$ cat config.mk
export PLATFORM = sky130hd
export DESIGN_NAME = led_pattern_arbiter
export DESIGN_NICKNAME = d
export VERILOG_FILES = /design/src/rtl/led_pattern_arbiter.sv
export SDC_FILE = /design/constraint.sdc
export NUM_CORES = 1
export LEC_CHECK = 0
export CAP_MARGIN = 5
export CORE_ASPECT_RATIO = 0.8
export CORE_MARGIN = 5
export CORE_UTILIZATION = 50
export CTS_BUF_LIST = sky130_fd_sc_hd__clkbuf_8
export CTS_CLUSTER_SIZE = 20
export DETAILED_ROUTE_END_ITERATION = 10
export PLACE_DENSITY = 0.8
export SYNTH_ARGS = -nofsm -noshare
export SYNTH_HDL_FRONTEND = slang
export SYNTH_SLANG_ARGS = --single-unit
$ cat constraint.sdc
create_clock -name pin3_clk_16mhz -period 4.9 [get_ports pin3_clk_16mhz]
set_input_delay 0.98 -clock pin3_clk_16mhz [delete_from_list [all_inputs] [get_ports pin3_clk_16mhz]]
set_output_delay 0.98 -clock pin3_clk_16mhz [all_outputs]
set_load 0.02 [all_outputs]
$ cat src/rtl/led_pattern_arbiter.sv
// Round-robin arbiter for the shared status LED: grants one requester at a time
// and plays its on/off blink pattern, timed by a prescaled tick.
module led_pattern_arbiter #(
  parameter int NREQ     = 4,
  parameter int PRESCALE = 16000,
  parameter int CNT_W    = 8
) (
  input  logic                    pin3_clk_16mhz,
  input  logic                    pin4_reset_n,
  input  logic [NREQ-1:0]         req,
  input  logic [NREQ*CNT_W-1:0]   on_ticks,
  input  logic [NREQ*CNT_W-1:0]   off_ticks,
  input  logic [NREQ*4-1:0]       blinks,
  output logic [NREQ-1:0]         grant,
  output logic [NREQ-1:0]         done,
  output logic                    busy,
  output logic                    led
);
  localparam int IDX_W = (NREQ > 1) ? $clog2(NREQ) : 1;
  localparam int PS_W  = $clog2(PRESCALE);
  localparam logic [NREQ-1:0] ONE = NREQ'(1);

  typedef enum logic [1:0] {IDLE, ON, OFF, DONE} state_t;

  state_t              state_reg, state_next;
  logic [IDX_W-1:0]    owner_reg, owner_next;
  logic [IDX_W-1:0]    ptr_reg, ptr_next;
  logic [CNT_W-1:0]    on_reg, on_next;
  logic [CNT_W-1:0]    off_reg, off_next;
  logic [3:0]          remaining_reg, remaining_next;
  logic [PS_W-1:0]     presc_reg, presc_next;
  logic [CNT_W-1:0]    tick_cnt_reg, tick_cnt_next;
  logic [NREQ-1:0]     grant_reg, grant_next;
  logic [NREQ-1:0]     done_reg, done_next;
  logic                busy_reg, busy_next;
  logic                led_reg, led_next;

  logic [CNT_W-1:0]    on_arr     [NREQ];
  logic [CNT_W-1:0]    off_arr    [NREQ];
  logic [3:0]          blinks_arr [NREQ];

  logic                found;
  logic [IDX_W-1:0]    pick;
  logic                tick;
  logic [CNT_W-1:0]    on_last, off_last;

  generate
    for (genvar gi = 0; gi < NREQ; gi++) begin : g_unpack
      assign on_arr[gi]     = on_ticks[gi*CNT_W +: CNT_W];
      assign off_arr[gi]    = off_ticks[gi*CNT_W +: CNT_W];
      assign blinks_arr[gi] = blinks[gi*4 +: 4];
    end
  endgenerate

  assign tick     = (presc_reg == PS_W'(PRESCALE - 1));
  // A zero duration behaves as one tick so the LED can never stick.
  assign on_last  = (on_reg  == '0) ? '0 : on_reg  - 1'b1;
  assign off_last = (off_reg == '0) ? '0 : off_reg - 1'b1;

  // Round-robin search starting just after the last owner.
  always_comb begin
    int idx;
    found = 1'b0;
    pick  = '0;
    idx   = 0;
    for (int k = 0; k < NREQ; k++) begin
      idx = int'(ptr_reg) + 1 + k;
      if (idx >= NREQ) idx = idx - NREQ;
      if (!found && req[IDX_W'(idx)]) begin
        found = 1'b1;
        pick  = IDX_W'(idx);
      end
    end
  end

  always_ff @(posedge pin3_clk_16mhz or negedge pin4_reset_n) begin
    if (!pin4_reset_n) begin
      state_reg     <= IDLE;
      owner_reg     <= '0;
      ptr_reg       <= IDX_W'(NREQ - 1);
      on_reg        <= '0;
      off_reg       <= '0;
      remaining_reg <= '0;
      presc_reg     <= '0;
      tick_cnt_reg  <= '0;
      grant_reg     <= '0;
      done_reg      <= '0;
      busy_reg      <= 1'b0;
      led_reg       <= 1'b0;
    end else begin
      state_reg     <= state_next;
      owner_reg     <= owner_next;
      ptr_reg       <= ptr_next;
      on_reg        <= on_next;
      off_reg       <= off_next;
      remaining_reg <= remaining_next;
      presc_reg     <= presc_next;
      tick_cnt_reg  <= tick_cnt_next;
      grant_reg     <= grant_next;
      done_reg      <= done_next;
      busy_reg      <= busy_next;
      led_reg       <= led_next;
    end
  end

  // Prescaler and tick counter default to zero, so every phase change clears them.
  always_comb begin
    state_next     = state_reg;
    owner_next     = owner_reg;
    ptr_next       = ptr_reg;
    on_next        = on_reg;
    off_next       = off_reg;
    remaining_next = remaining_reg;
    presc_next     = '0;
    tick_cnt_next  = '0;
    case (state_reg)
      IDLE: begin
        if (found) begin
          owner_next     = pick;
          on_next        = on_arr[pick];
          off_next       = off_arr[pick];
          remaining_next = blinks_arr[pick];
          state_next     = (blinks_arr[pick] == 4'd0) ? DONE : ON;
        end
      end
      ON: begin
        if (!req[owner_reg]) begin
          state_next = IDLE;
          ptr_next   = owner_reg;
        end else if (tick && (tick_cnt_reg == on_last)) begin
          state_next = OFF;
        end else begin
          presc_next    = tick ? '0 : presc_reg + 1'b1;
          tick_cnt_next = tick ? tick_cnt_reg + 1'b1 : tick_cnt_reg;
        end
      end
      OFF: begin
        if (!req[owner_reg]) begin
          state_next = IDLE;
          ptr_next   = owner_reg;
        end else if (tick && (tick_cnt_reg == off_last)) begin
          remaining_next = remaining_reg - 4'd1;
          state_next     = (remaining_reg == 4'd1) ? DONE : ON;
        end else begin
          presc_next    = tick ? '0 : presc_reg + 1'b1;
          tick_cnt_next = tick ? tick_cnt_reg + 1'b1 : tick_cnt_reg;
        end
      end
      DONE: begin
        state_next = IDLE;
        ptr_next   = owner_reg;
      end
      default: state_next = IDLE;
    endcase
  end

  // Outputs are derived from the upcoming state and then registered.
  always_comb begin
    grant_next = '0;
    done_next  = '0;
    busy_next  = (state_next != IDLE);
    led_next   = (state_next == ON);
    if (state_next == ON || state_next == OFF) grant_next = ONE << owner_next;
    if (state_next == DONE) done_next = ONE << owner_next;
  end

  assign grant = grant_reg;
  assign done  = done_reg;
  assign busy  = busy_reg;
  assign led   = led_reg;

endmodule

# Word level (Yosys, flattened, before mapping)

Cells that the tools add are included.
W data, S select, Z words.

$add $sub $neg: 13
Magnitude comparators: 10
Equal/unequal tests: 14
Shifts and indexed selects: 1
Multiplexer cells: 67
Bitwise logic cells: 1
Reductions and logical operators: 20

Operators with widths:

| cell                    | number |
|---|---|
| $mux W8                 | 11 |
| $mux W14                | 5 |
| $mux W2                 | 18 |
| $bmux W8 S2             | 2 |
| $mux W4                 | 7 |
| $pmux W14 S2            | 1 |
| $eq A8 B8 Y1            | 2 |
| $logic_not A8 Y1        | 2 |
| $lt A2 B4 Y1 const B    | 4 |
| $pmux W8 S2             | 1 |
| $sub A8 B1 Y8 const B   | 2 |
| $add A14 B1 Y14 const B | 1 |
| $eq A14 B14 Y1 const B  | 1 |
| $mux W1                 | 13 |
| $ge A4 B3 Y1 const B    | 3 |
| $bmux W1 S2             | 5 |
| $add A3 B2 Y4 const B   | 2 |
| $add A8 B1 Y8 const B   | 1 |
| $bmux W4 S2             | 1 |
| $eq A2 B2 Y1 const B    | 4 |
| $ne A2 B2 Y1 const B    | 4 |
| $pmux W2 S4             | 1 |
| $pmux W4 S2             | 1 |
| $sub A2 B1 Y2 const B   | 4 |
| 19 further kinds        | 30 |

Register bits after elaboration: 58
Input port bits: 86
Output and inout bits: 10
Logic and storage cells: 138

# Longest topological paths before layout

Word-level depth: 27
Mapped depth: 13
Gate-level depth less buffers: 12

# Worst setup path before layout

Ideal clock, no wire load.

Path type: flip-flop to flip-flop
Start: reg on_reg[0]
End: reg grant_reg[1], in the netlist grant[1]
Library setup time: 0.132 ns
Data arrival time: 3.435 ns
Required time: 4.768 ns
Path slack: 1.332 ns
Cell stages (with the launch flop): 13
Buffers on the path: 0
Period minus slack after synthesis: 3.568 ns
Cell sequence: dfrtp_1 inv_1 ha_1 or4b_4 or4b_1 and3_1 or3_1 or4_1 a211o_1 o211a_1 ha_1 nand2_1 nor2_1

Cells in the longest elaborated chain, start to end: 10
Elaborated cells on any way between the ends: 12
Classes of those cells: add/sub: 1; eq/ne: 3; mux: 5; reduce/logical: 3

RTL lines:

| item                                                     | RTL line | text |
|---|---|---|
| start: declaration                                       | 28       | `logic [CNT_W-1:0] on_reg, on_next;` |
| start signal: assignment                                 | 94       | `on_reg <= on_next;` |
| $sub A8 B1 Y8 / $logic_not A8 Y1 (equally long branches) | 57       | `assign on_last = (on_reg == '0) ? '0 : on_reg - 1'b1;` |
| $mux W8 (*)                                              | 57       |  |
| $eq A8 B8 Y1 (*)                                         | 130      | `end else if (tick && (tick_cnt_reg == on_last)) begin` |
| $logic_and A1 B1 Y1 (*)                                  | 130      |  |
| $mux W2 (*)                                              | 130      |  |
| $mux W2 (*)                                              | 127      | `if (!req[owner_reg]) begin` |
| $pmux W2 S4 (*)                                          | 116      | `case (state_reg)` |
| $eq A2 B1 Y1 / $eq A2 B2 Y1 (equally long branches)      | 163      | `if (state_next == ON \|\| state_next == OFF) grant_next = ONE << owner_next;` |
| $logic_or A1 B1 Y1 (*)                                   | 163      |  |
| $mux W4 (*)                                              | 163      |  |
| net grant_next[1]                                        | 33       | `logic [NREQ-1:0] grant_reg, grant_next;` |
| end signal: assignment                                   | 99       | `grant_reg <= grant_next;` |
| end: declaration                                         | 33       |  |

Mark *: on every way through the listed nets, which the timed path passes. The rest lies on a longest branch.
A chain may end at the register's enable or synchronous reset.

# Worst setup path after layout

Same ends and word-level chain as after synthesis.

==> run summary <==
The flow ran to the end, and the final reports show no timing, DRC or antenna violations. The die covers 0.01014 sq mm. Data on the critical path arrives at its endpoint at 4.08 ns.

After detailed routing, the average wire length per cell comes to 14.95 um. The run gives 5.11 ns as the required time of the critical path. At the pin with the least slew margin, the transition time is 1.074 ns. In the synthesized netlist the async set-or-reset flop fraction comes to 100.0%.

Post-CTS timing repair inserted 0 buffers for setup. The fraction of final layout cells sized beyond drive strength 1 was 6.656%; the number of hold violations in the final report was 0. In the final layout, flip-flops and latches occupy 0.001454 sq mm.

Between clock sinks in the finished design, the worst skew comes to 0.006914 ns. The setup path with the least slack is of type reg2reg. Clock tree synthesis found a total of 58 sinks.

The DRC marker count from the first detailed-route iteration is 265. The first global-routing pass estimated 17710 um of wire. The Yosys step of the flow raised 0 warnings.

Largest net degree at the start of global routing: 59. The later pin in the worst-skew pair is clocked with a latency of 0.34 ns. The type of the most critical hold path was reg2reg. The filler cell count is 673, and the portion of synthesized cell area occupied by the leading cell type is 34.13%.

The cell chosen for the clock root is clkbuf_8. The via count of the first global-routing pass was 3764. The tools report the startpoint type of the worst setup path as a register. The weighted congestion at the end of routability-driven global placement is 0.9076. The synthesized design contains 0 enable-type register cells. Across the VDD grid, the largest voltage drop is 0.3315 mV. The analysis attributes to cell leakage a power of 0.002237 uW. Yosys attributes the largest share of cell area to dfrtp_1 (34%), nand2_1 (9.8%), mux2i_1 (6.3%). The synthesized area per cell was 8.068 sq um. Synthesis produced a netlist with a net count of 608.

The number of hold buffers added after CTS was 0. After synthesis the cells add up to 0.004106 sq mm. In this run the vertical extent of the chip is 91.06 um. The final count of pins violating max slew was 0; the max capacitance violation total was 0.

For this run the aggregate overflow at the end of global routing stands at 0. Setup repair after global routing left no endpoint under its margin. The routed via count is 3944. Setup violations remaining at the end of the flow were counted as 0. Fraction of the cycle the final worst path needs: 79.07%. The netlist uses 59 different library cells. For this run, the total global-route usage over all layers was measured as 20.92%. The initial utilization of the core area, before any placement, comes to 51.44%. In this run the count of I/O pins placed on the die edge is 96. TritonCTS built the clock tree. In this run the power density over the cells is 507.1 mW/mm^2. The shortest clock period the worst path allows after layout is 3.875 ns. Flip-flop cell with the highest count after synthesis: dfrtp_1. Summing all multi-input logic gate instances after layout gives 0.002495 sq mm. The cell type with the largest total area after synthesis is dfrtp_1. The run gives 9 as the number of buffers created by CTS. The floorplan has 29 rows.

In the routed layout, each cell is associated on average with a via count of 5.563. The final layout contains 695 nets. Synthesis inferred 58 register bits.

After technology mapping, the gate count stands at 509. Initial antenna violation count: 0. Wires add up to 10600 um. STA classifies the critical path endpoint as a register.

The number of gates resized after cts is 0, and the relative max-transition margin is 28.29%. The leading cell type in the layout, fill and taps excluded was nand2_1. Leaving out fill and tap cells, the most frequent cells in the layout are nand2_1 (107), clkdlybuf4s50_1 (94), dfrtp_1 (56), nor2_1 (38), o21ai_0 (37).

After clock tree synthesis, the clock-pin slew on the worst setup and hold paths is 0.07 ns. In the routed design, unresolved DRC markers number 0. The antenna diode count was 0; the largest buffer count on any clock path was 2. Summing the sequential cell areas from Yosys gives 35.41% of the chip area.

The logs give 5 for the total iterations of the first detailed-routing run and 258.1 MHz for the highest achievable clock rate. The tools report the final core area utilization as 67.49%. In this run the worst path has a maximum fanout of 5. The half-perimeter wire length after detailed placement was 8192 um; the chip width was 111.3 um. The relative area change from synthesis to final layout is 31.20%, and the number of H-tree branching levels is 3. In this run the remaining antenna-violating nets after routing total 0.

The core region is 0.007983 sq mm. Input and output buffers added on the ports amount to 95. The run gives 0 ns as the setup TNS. The flip-flop count of the largest register, all copies and words added works out to 14.
-- metal layers --
layer	share of wire [%]	GRT usage, %
met5	0	0
met4	1.4	5.674
met3	4.8	3.721
met2	47	33.63
met1	47	29.30
-- cell usage after synthesis (2+ instances only) --
cell,count
and2_1,5
nand2_1,107
clkbuf_1,20
nor4_1,4
mux2_2,2
nand4_1,7
dfrtp_1,56
a31oi_1,6
a211oi_1,5
nor4b_1,2
or2_2,3
dfstp_2,2
o221ai_1,3
and4_1,2
nor3b_1,4
nand3_1,22
mux2i_1,26
a32oi_1,2
nor2_1,38
inv_1,18
or3_1,4
a21oi_1,14
xnor2_1,22
nand2b_1,6
o211ai_1,5
nor3_1,21
ha_1,13
xor2_1,10
o31a_1,2
or4_1,3
nor2b_1,3
o31ai_1,2
a211o_1,2
o22ai_1,4
o211a_1,3
buf_6,2
o21ai_0,37
-- worst max-delay path, cell delays in order, from the launching register on --
cell and delay (ns):
dfrtp_1 0.40, inv_1 0.09, ha_1 0.22, or4b_4 0.51, or4b_1 0.51, and3_1 0.19, or3_1 0.38, or4_1 0.49
a211o_1 0.34, o211a_1 0.16, ha_1 0.31, nand2_1 0.09, nor2_1 0.05
-- power breakdown --
group	internal, uW	total [uW]	switching [uW]
clock network	327	522	195
registers	624	784	161
logic	596	1430	830
-- through the flow --
step           total power (uW)  cells  cell area [sq um]  hold WS, ns  worst slack [ns]
4_1_cts                    2733    709               5388       0.4899             1.055
3_3_place_gp               2166    693               5150       0.4712             1.161
5_1_grt                    2950    709               5388       0.5242            0.9006
2_1_floorplan              1783    509               4106       0.4549             1.332
3_5_place_dp               2200    693               5150       0.4808             1.089
6_report                   2732    709               5388       0.4882             1.025
-- cell type report --
type,count,area share [%]
clock buffer,12,3.065
clock inverter,4,1.347
inverter,18,1.254
multi-input combinational,407,46.31
sequential,58,26.99
tap,108,2.508
timing repair buffer,102,18.53
-- final timing paths --
path	from	end	slack, ns	cells past startpoint
hold reg to reg	presc_reg[0]$_DFF_PN0_	presc_reg[0]$_DFF_PN0_	0.49	1
hold / removal	presc_reg[0]$_DFF_PN0_	presc_reg[0]$_DFF_PN0_	0.49	1
max in group asynchronous	pin4_reset_n	off_reg[5]$_DFFE_PN0P_	3.65	2
setup reg to reg	on_reg[0]$_DFFE_PN0P_	grant[1]$_DFF_PN0_	1.03	12
min in group asynchronous	pin4_reset_n	presc_reg[5]$_DFF_PN0_	0.78	2
setup / recovery	on_reg[0]$_DFFE_PN0P_	grant[1]$_DFF_PN0_	1.03	12
-- kinds of logic after synthesis --
family / Yosys count / synth area share, %
fa+ha+maj: 13 / 3.961
mux: 29 / 7.434
flops: 58 / 35.41
buf+inv: 44 / 4.601
xor+xnor: 32 / 6.825
simple gates: 241 / 27.82
compound gates: 92 / 13.96
(Power assumes the default switching activity.)
==> edit 1, RTL diff (same flow settings) <==
`on_reg` no longer has a reset.
--- a/src/rtl/led_pattern_arbiter.sv
+++ b/src/rtl/led_pattern_arbiter.sv
@@ -79,5 +79,4 @@
       owner_reg     <= '0;
       ptr_reg       <= IDX_W'(NREQ - 1);
-      on_reg        <= '0;
       off_reg       <= '0;
       remaining_reg <= '0;
@@ -92,5 +91,4 @@
       owner_reg     <= owner_next;
       ptr_reg       <= ptr_next;
-      on_reg        <= on_next;
       off_reg       <= off_next;
       remaining_reg <= remaining_next;
@@ -102,4 +100,8 @@
       led_reg       <= led_next;
     end
+  end
+
+  always_ff @(posedge pin3_clk_16mhz) begin
+    on_reg <= on_next;
   end
 
Function: same outputs for any inputs over 10 cycles, from zero or initial values and one cycle with pin4_reset_n low; that may be too few to reach the edited logic, so the function may still have changed.
==> edit 1 against the original RTL <==
Worst setup slack improved by 0.064 ns; area after synthesis increased by 1.1%; cell area is 0.46% lower; power shrank 5.8%; sequential cell count stayed put; sequential share of layout area is 0.87 points higher; wire length down 3.9%; final cell count down 7.9%; count of clock-buffer cells in the layout did not move; via count down 5.9%; clock skew up 0.0021 ns.
==> edit 1: results (changes against the original RTL) <==
CP Data Arrival Time 4.05 ns (-0.03 ns); FF+latch count, synth 58 (unchanged); clk_skew 0.00904 ns (+0.00213 ns); Non-clk invs 23 (+5); Layout fillers 633 (-5.9%); Distinct cells, synth 66 (+12%); vias per std cell 5.68 (+2.2%); Area contributors post-synth dfrtp_1, mux2i_1, edfxtp_1; Reg area 1490 um^2 (+2.8%); final core utilization 66.9% (-0.62 points); Post-Syn Nets 558 (-8.2%); most instantiated cells after synthesis dfrtp_1, nor2_1, mux2i_1; Final #Nets 641 (-7.8%); synthesized area per cell 9.07 um^2 (+12%); multi-input gates 351 (-14%); RePlAce Congestion 0.853 (-6.0%); CTS Buf Count 9 (unchanged); clock network area share 3.80% (-0.61 points); Signal buf overhead 18.1% (-0.47 points); register area share after synthesis 36.0% (+0.57 points); fraction of layout cells with a size suffix above 1 7.89% (+1.2 points); Peak VDD IR 278 uV (-16%); GRT Overall Usage 20.4% (-0.55 points); first-pass GRT wire length 17,300 um (-2.1%); largest net degree at the start of global routing 51 (-14%); worst hold path type flip-flop to flip-flop; DR iter-0 viols 226 (-15%); Multi-input gate area 2470 um^2 (-0.80%); final non-filler cell area 5360 um^2 (-0.46%); Post-synth EDFFs 8 (+8); actual slew at the worst max-slew pin 1.10 ns (+0.0221 ns); WL per Instance 15.6 um (+4.4%); leakage 2.16 nW (-3.5%); status finished, final reports clean; crit-path max FO 10 (+5); max incr delay on CP 0.58 ns (+0.07 ns); CTS H-tree lvls 3 (unchanged); Async S/R FF share, synth 86.2% (-14 points); Plain + repair buffers 98 (-3.9%); non-filler instance count after layout 653 (-7.9%); detailed placement HPWL 8010 um (-2.2%); DRT Pass-1 Iters 5 (unchanged); launching point of the worst reg2reg path off_reg[0]; Place WS 1.01 ns (-0.0823 ns); vias in the first global route 3,690 (-2.0%); Area after DPL 5160 um^2 (+0.17%); Crit-path slowest cell or4_1
-- edit 1: changes by cell type in the layout (fill, tap and decap cells not counted), moves of 8 or more --
| cell | change |
|---|---|
| nand2_1 | -86 |
| o21ai_0 | -18 |
| a211oi_1 | +12 |
| a21oi_1 | +12 |
| nor2b_1 | +12 |
| nand3_1 | -10 |
| nor3_1 | -10 |
| dfrtp_1 | -8 |
| edfxtp_1 | +8 |
| xnor2_1 | -8 |
-- edit 1: per-layer routing --
| metal | global-route usage, % | vias to the layer above | share of wire (%) | wire length [um] |
|---|---|---|---|---|
| met3 | 3.65 | 13 | 6.2 | 635 |
| li1 | - | 1835 | - | - |
| met2 | 31.6 | 138 | 45 | 4590 |
| met5 | 0 | - | 0 | 0 |
| met4 | 6.89 | 0 | 1.5 | 153 |
| met1 | 28.8 | 1725 | 47 | 4810 |
-- edit 1: cells by family after synthesis --
family	synth area share, %
AOI/OAI and AO/OA	17.2
xor gates and xnor gates	5.48
adders and majority gates	4.22
buffers and inverters	4.55
DFF	36.0
muxes	10.8
and+or+nand+nor	21.7
-- edit 1: power breakdown --
part / internal (mW) / total (mW) / switching, mW / leakage, nW
Sequential: 0.657 / 0.831 / 0.174 / 0.730
Combinational: 0.568 / 1.30 / 0.728 / 1.32
Clock: 0.271 / 0.446 / 0.176 / 0.110
-- edit 1: final timing paths --
kind,end,slack (ns),depth (start not counted)
worst max-delay path,grant[2],1.09,12
worst min-delay path,presc_reg[0],0.48,1
worst max register to register,grant[2],1.09,12
worst min register to register,presc_reg[0],0.48,1
max in group asynchronous,off_reg[6],3.37,1
min in group asynchronous,tick_cnt_reg[5],0.85,1
==> edit 2, RTL diff (same settings) <==
Made on the original files. Change the parameter `CNT_W` from 8 to 10.
--- a/src/rtl/led_pattern_arbiter.sv
+++ b/src/rtl/led_pattern_arbiter.sv
@@ -4,5 +4,5 @@
   parameter int NREQ     = 4,
   parameter int PRESCALE = 16000,
-  parameter int CNT_W    = 8
+  parameter int CNT_W    = 10
 ) (
   input  logic                    pin3_clk_16mhz,
Ports: changed (resized off_ticks and on_ticks); port bits go from 96 to 112. The function was not compared with the original's and may differ.
==> edit 2 against the original RTL <==
Worst setup slack better by 0.12 ns; sequential cell count is 6 higher; critical path type unchanged; non-clock buffer count is 14 higher; power is 9.6% higher; largest power group unchanged; wire length grew 16%; highest routed layer unchanged; area after synthesis is 16% higher; cell area grew 14%; final cell count up 9.2%.
==> edit 2: results (changes against the original RTL) <==
status finished, final reports clean; met2 global-route usage 35.7% (+2.1 points); most instantiated cells after synthesis dfrtp_1, nand2_1, o21ai_0; Distinct cells, synth 62 (+5.1%); leakage 2.51 nW (+12%); actual slew at the worst max-slew pin 0.823 ns (-0.250 ns); first-pass GRT wire length 21,100 um (+19%); Final #Nets 769 (+11%); global routing usage on met3 5.94% (+2.2 points); fraction of layout cells with a size suffix above 1 8.95% (+2.3 points); Area after DPL 5930 um^2 (+15%); detailed placement HPWL 9550 um (+17%); Crit-path slowest cell or4_1; GRT Overall Usage 21.7% (+0.80 points); met1 usage 28.4% (-0.87 points); clk_skew 0.00711 ns (+0.000192 ns); R2R cell count 11 (-1); Area contributors post-synth dfrtp_1, mux2i_1, o21ai_0; max incr delay on CP 0.70 ns (+0.19 ns); DR iter-0 viols 404 (+52%); Post-Syn Nets 675 (+11%); WL per Instance 15.8 um (+5.9%); largest net degree at the start of global routing 65 (+10%); Peak VDD IR 386 uV (+16%); routed via count 4,523 (+15%); Switching Share 42.8% (-0.54 points); register area share after synthesis 33.7% (-1.7 points)
## edit 2: cell count changes after synthesis, moves of 10 or more
cell     delta
nor3_1     -10
nor2_1     +14
mux2i_1    +13
o21ai_0    +20
mux2_2     +23
nand2_1    -49
## edit 2: final timing paths
check / from / endpoint / slack (ns)
max reg2reg: on_reg[3] / done[1] / 1.15
max in group asynchronous: pin4_reset_n / remaining_reg[1] / 3.58
min reg2reg: presc_reg[0] / presc_reg[0] / 0.46
min in group asynchronous: pin4_reset_n / presc_reg[12] / 0.79
max: on_reg[3] / done[1] / 1.15
min: presc_reg[0] / presc_reg[0] / 0.46
## edit 2: cell families after synthesis
kind of cell,Yosys count,share of synthesized area [%]
AO/OA/AOI/OAI,120,15.9
XOR/XNOR,31,5.71
adder cells (fa/ha/maj),13,3.42
buffers and inverters,54,4.34
flip-flops,64,33.7
multiplexers,65,14.6
AND/OR/NAND/NOR,213,22.3
## edit 2: area by class of cell
type,count,area [um^2]
Fill cell,706,2990
Multi-Input combinational cell,442,2960
Sequential cell,64,1600
Timing Repair Buffer,116,1140
Tap cell,115,144
Clock buffer,9,124
Clock inverter,7,111
Inverter,21,78.8
## edit 2: through the flow
step,utilization (%),cells,total power [mW],worst slack [ns]
after floorplan,-,560,2.02,1.53
after global placement,64.8,758,2.39,1.31
after detailed placement,64.8,758,2.44,1.21
after CTS,67.4,774,3.00,1.20
after global routing,67.4,774,3.25,0.897
final,67.4,774,2.99,1.15
## edit 2: power groups by stage
stage / Clock (mW) / Combinational [mW] / Sequential (mW)
finish: 0.536 / 1.56 / 0.896
global placement: 0 / 1.50 / 0.888
floorplan: 0 / 1.19 / 0.831
global route: 0.572 / 1.75 / 0.925
CTS: 0.548 / 1.56 / 0.891
detailed placement: 0 / 1.54 / 0.902
